File: config.mk
export PLATFORM = sky130hd
export DESIGN_NAME = vending_machine
export DESIGN_NICKNAME = d
export VERILOG_FILES = /design/src/rtl/vending_machine.sv
export SDC_FILE = /design/constraint.sdc
export NUM_CORES = 1
export LEC_CHECK = 0
export ABC_AREA = 1
export CORE_MARGIN = 5
export CORE_UTILIZATION = 51
export CTS_BUF_LIST = sky130_fd_sc_hd__clkbuf_16
export CTS_CLUSTER_DIAMETER = 120
export DETAILED_ROUTE_END_ITERATION = 7
export GPL_ROUTABILITY_DRIVEN = 0
export MAX_ROUTING_LAYER = met4
export PLACE_DENSITY = 0.84
export SYNTH_ARGS = -nofsm -noshare
export SYNTH_HDL_FRONTEND = slang
export SYNTH_SLANG_ARGS = --single-unit
File: constraint.sdc
create_clock -name clk -period 3.2 [get_ports clk]
set_input_delay 0.48 -clock clk [delete_from_list [all_inputs] [get_ports clk]]
set_output_delay 0.48 -clock clk [all_outputs]
set_load 0.03 [all_outputs]
File: src/rtl/vending_machine.sv
// Single-product vending controller.
// Accepts one coin code per clock and accumulates credit in Rs.5 units
// against the price of the item latched with the first coin. When credit
// meets or exceeds the price, it issues the product and change codes for
// exactly one cycle.
//
// state       | meaning
// ------------+----------------------------------------------------------
// ST_IDLE     | no transaction open; the first coin latches choice
// ST_COLLECT  | credit below price; further coins add to credit
// ST_DISPENSE | prd/chng valid for this one cycle; coins are ignored
module vending_machine (
   input  logic       clk,
   input  logic       rst,
   input  logic [1:0] choice,
   input  logic [1:0] in_mny,
   output logic [2:0] prd,
   output logic [1:0] chng
);

   typedef enum logic [1:0] {
      ST_IDLE     = 2'd0,
      ST_COLLECT  = 2'd1,
      ST_DISPENSE = 2'd2
   } state_t;

   localparam logic [1:0] MNY_NONE = 2'b00;
   localparam logic [1:0] MNY_RS5  = 2'b01;
   localparam logic [1:0] MNY_RS10 = 2'b10;
   localparam logic [1:0] MNY_RS20 = 2'b11;

   // Registers start at their reset values so outputs are defined
   // before the first reset edge.
   state_t     state_q  = ST_IDLE;
   logic [2:0] credit_q = 3'd0;
   logic [1:0] item_q   = 2'b00;
   logic [2:0] prd_q    = 3'b000;
   logic [1:0] chng_q   = 2'b00;

   state_t     state_d;
   logic [2:0] credit_d;
   logic [1:0] item_d;
   logic [2:0] prd_d;
   logic [1:0] chng_d;

   logic [2:0] coin_units;
   logic [1:0] sel_item;
   logic [3:0] price_units;
   logic [3:0] base_units;
   logic [3:0] sum_units;
   logic       coin_valid;
   logic       paid;

   // Coin value, active item price and running sum in Rs.5 units.
   always_comb begin
      coin_units = 3'd0;
      case (in_mny)
         MNY_RS5:  coin_units = 3'd1;
         MNY_RS10: coin_units = 3'd2;
         MNY_RS20: coin_units = 3'd4;
         default:  coin_units = 3'd0;
      endcase

      // In IDLE the first coin is about to latch choice, so price from it
      // directly; afterwards the latched item is authoritative.
      sel_item    = (state_q == ST_IDLE) ? choice : item_q;
      price_units = {2'b00, sel_item} + 4'd1;
      base_units  = (state_q == ST_COLLECT) ? {1'b0, credit_q} : 4'd0;
      sum_units   = base_units + {1'b0, coin_units};
      coin_valid  = (in_mny != MNY_NONE);
      paid        = (sum_units >= price_units);
   end

   // Next-state and registered-output decode.
   always_comb begin
      state_d  = state_q;
      credit_d = credit_q;
      item_d   = item_q;
      prd_d    = 3'b000;
      chng_d   = 2'b00;

      case (state_q)
         ST_IDLE: begin
            if (coin_valid) begin
               item_d = choice;
               if (paid) begin
                  state_d  = ST_DISPENSE;
                  credit_d = 3'd0;
                  prd_d    = {1'b1, choice};
                  chng_d   = 2'(sum_units - price_units);
               end else begin
                  state_d  = ST_COLLECT;
                  credit_d = sum_units[2:0];
               end
            end
         end

         ST_COLLECT: begin
            if (coin_valid) begin
               if (paid) begin
                  state_d  = ST_DISPENSE;
                  credit_d = 3'd0;
                  prd_d    = {1'b1, item_q};
                  chng_d   = 2'(sum_units - price_units);
               end else begin
                  credit_d = sum_units[2:0];
               end
            end
         end

         ST_DISPENSE: begin
            // Coins seen here are dropped; the next transaction starts clean.
            state_d  = ST_IDLE;
            credit_d = 3'd0;
         end

         default: begin
            state_d  = ST_IDLE;
            credit_d = 3'd0;
         end
      endcase
   end

   // State, credit, latched item and output registers with synchronous reset.
   always_ff @(posedge clk) begin
      if (rst) begin
         state_q  <= ST_IDLE;
         credit_q <= 3'd0;
         item_q   <= 2'b00;
         prd_q    <= 3'b000;
         chng_q   <= 2'b00;
      end else begin
         state_q  <= state_d;
         credit_q <= credit_d;
         item_q   <= item_d;
         prd_q    <= prd_d;
         chng_q   <= chng_d;
      end
   end

   assign prd  = prd_q;
   assign chng = chng_q;

endmodule

==> results of run 1 <==
-- per-stage QoR --
step                      std cells  power (µW)  util, %
after floorplan                 100         370        -
after global placement          125         426     64.0
after detailed placement        125         437     64.0
after CTS                       128         665     69.7
after global routing            128         711     69.7
final                           128         657     69.7
-- worst reg2reg max path, delay by kind of cell, from the launching register on --
kind | cells | cell delay [ns]
buffers and inverters | 3 | 0.20
flip-flops | 1 | 0.39
AND/OR/NAND/NOR | 8 | 0.78
adder cells (fa/ha/maj) | 3 | 1.10
-- final cells by class --
type                    instances  area, µm²
well taps                      15       18.8
multi-input cells              60        377
flip-flops and latches         12        240
fillers                       108        399
inverters                      28        108
clock buffers                   3       75.1
repair buffers                 10        100
-- routing by layer --
metal  global-route usage (%)  routed length [µm]
met1                     15.4                 547
met2                     25.1                 650
met3                     5.64                  77
met4                     4.84                  17
met5                        -                   0
-- cells by family (layout without fill, tap and decap cells) --
group	Yosys count	after routing
adder cells (fa/ha/maj)	10	10
AND/OR/NAND/NOR	40	40
XOR/XNOR	1	1
buffers and inverters	28	41
AO/OA/AOI/OAI	9	9
flip-flops	12	12
-- sequential cells by signal, summed over array words and instances (netlist names) --
register / flops
credit_q: 3
prd: 3
chng: 2
item_q: 2
state_q: 2
-- final timing paths --
path	endpoint	depth (start not counted)
max	state_q[0]	15
min	item_q[1]	2
max reg2reg	state_q[0]	14
min reg2reg	item_q[1]	2
-- power groups by stage --
stage	Combinational, µW	Clock, µW	Sequential (µW)
detailed placement	239	0	198
global placement	230	0	197
floorplan	145	0	224
CTS	247	222	197
finish	245	217	196
global route	278	234	199
-- layout by cell type, fill, tap and decap left out --
cell,n
a21oi_1,5
clkbuf_16,3
clkdlybuf4s50_1,10
dfxtp_1,12
fa_1,2
ha_1,8
inv_1,26
inv_2,1
inv_4,1
nand2_1,15
nand2_2,1
nand2_4,1
nand3_1,1
nand3_2,1
nor2_1,19
nor2_4,2
o21ai_0,4
xor2_1,1
==> flow_summary.yaml, run 1 <==
placed_design:
  dp_hpwl_um: 987
  place_worst_setup_slack_ns: 0.124
  port_buffers: 10
  place_area_um2: 843
pwr:
  pwr-share-clk_pct: 33.0
  switching_share_pct: 33.8
  switching_power_uw: 222
  seqPwrFrac_pct: 29.8
  peakVddDrop_mv: 0.369
  pwr-share-comb_pct: 37.2
  p_leak_uw: 0.000464
  powerDensity_nw_per_um2: 716
  power.internal_uw: 435
synth:
  synth_cells: 100
  yosysTopAreaCell: "dfxtp_1"
  synth-simple-area-share_pct: 25.2
  ys.warnings.count: 0
  yosysSeqAreaShare_pct: 33.2
  async_flop_share_pct: 0
  ys_seq_elements: 12
  synth.net_count: 116
  synth_ff_type: "dfxtp_1"
  synth_area_leaders: "dfxtp_1 (33%), ha_1 (14%), inv_1 (13%)"
  synth_common_cells: "inv_1 (26), nor2_1 (19), nand2_1 (15)"
  synth_xor_area_share_pct: 1.21
  synth_edf_count: 0
  syn_avg_cell_area_um2: 7.24
  synth_fa_ha_area_share_pct: 19.3
  synth_compound_area_share_pct: 6.22
  synth.area.mux_share_pct: 0
  ys_types: 16
  netlist_area_um2: 724
  synth_most_common_cell: "inv_1"
  synth_top_area_share_pct: 33.2
  synth_top_family_by_area: "simple AND/OR/NAND/NOR gates"
hold_path:
  hp-class: "reg -> reg"
  hp-start: "item_q[1]"
worst_setup_path:
  slowest_stage: "clkdlybuf4s50_1"
  rr_startpoint: "state_q[0]"
  crit_type: "in -> reg"
  path_max_fanout: 4
  max_stage_delay_ns: 0.56
  required_ns: 3.37
  regToRegSetupSlack_ns: 0.66
  start_kind: "primary input"
  crit_path_end_kind: "register"
  critical_path_arrival_ns: 2.99
  cp_top_family: "adder cells"
  cpMostUsedCell: "inv_1"
  crit_start: "in_mny[0]"
  timing.critical_path.buf_inv: 5
  cp_cell_sequence: "clkdlybuf4s50_1 -> inv_1 -> nor2_1 -> ha_1 -> inv_1 -> fa_1 -> inv_1 -> fa_1 -> inv_1 -> nand2_1 -> nand2_1 -> nand3_1 -> nand2_1 -> nand2_2 -> nor2_1"
floorplan:
  dieArea_um2: 2270
  io_pins: 11
  core_um2: 1320
  rows: 13
  start_util_pct: 55.0
  chipWidth_um: 47.7
  dieHeight_um: 47.7
sta:
  hold_ws_ns: 0.464
  setup_viol: 0
  worst_slack_ns: 0.382
  slew_violations: 0
  rsz0062_at_grt: "false"
  slew_headroom_pct: 78.4
  min_period_ns: 2.82
  finalHoldViolations: 0
  timing.fmax_mhz: 355
  tightest_slew_ns: 0.323
  period_share_pct: 88.1
  clock_skew_ns: 0.00186
  final.setup.tns_ns: 0
routing:
  dr.pass1.iters: 2
  vias_per_cell: 4.68
  first_iter_violations: 6
  postRouteAntennaNets: 0
  routed_wl_um: 1290
  vias: 599
  drcViolationCount: 0
  wl_per_cell_um: 10.1
clocking:
  cts_tree: "yes"
  cts_resized: 0
  post_cts_buffers: 0
  cts_buffer_depth: 2
  htree_levels: 1
  clock_latency_ns: 0.23
  cts.sinks: 12
  clockRootBuffer: "clkbuf_16"
  postCtsHoldBufs: 0
  clk_pin_slew_ns: 0.04
  cts_inserted_buffers: 3
finish:
  fin_area_um2: 918
  diodes: 0
  drive_above_1_share_pct: 8.85
  final_nets: 131
  layout-area-overhead-vs-synth_pct: 26.8
global_routing:
  grt_pass1_wl_um: 2220
  grt_max_degree: 7
  grt_usage_pct: 14.7
  antenna_found_initial: 0
  grt-ovfl-total: 0
  grt_pass1_vias: 574
flow_run:
  maxCapViolCount: 0
run_status:
  status: "finished clean"
(Power assumes the default switching activity.)
==> inputs of run 2 (changes only) <==
Settings changed: SKIP_CTS_REPAIR_TIMING set to 1.
==> results of run 2 <==
No change in the layout: final DEF, timing and power equal those of run 1.
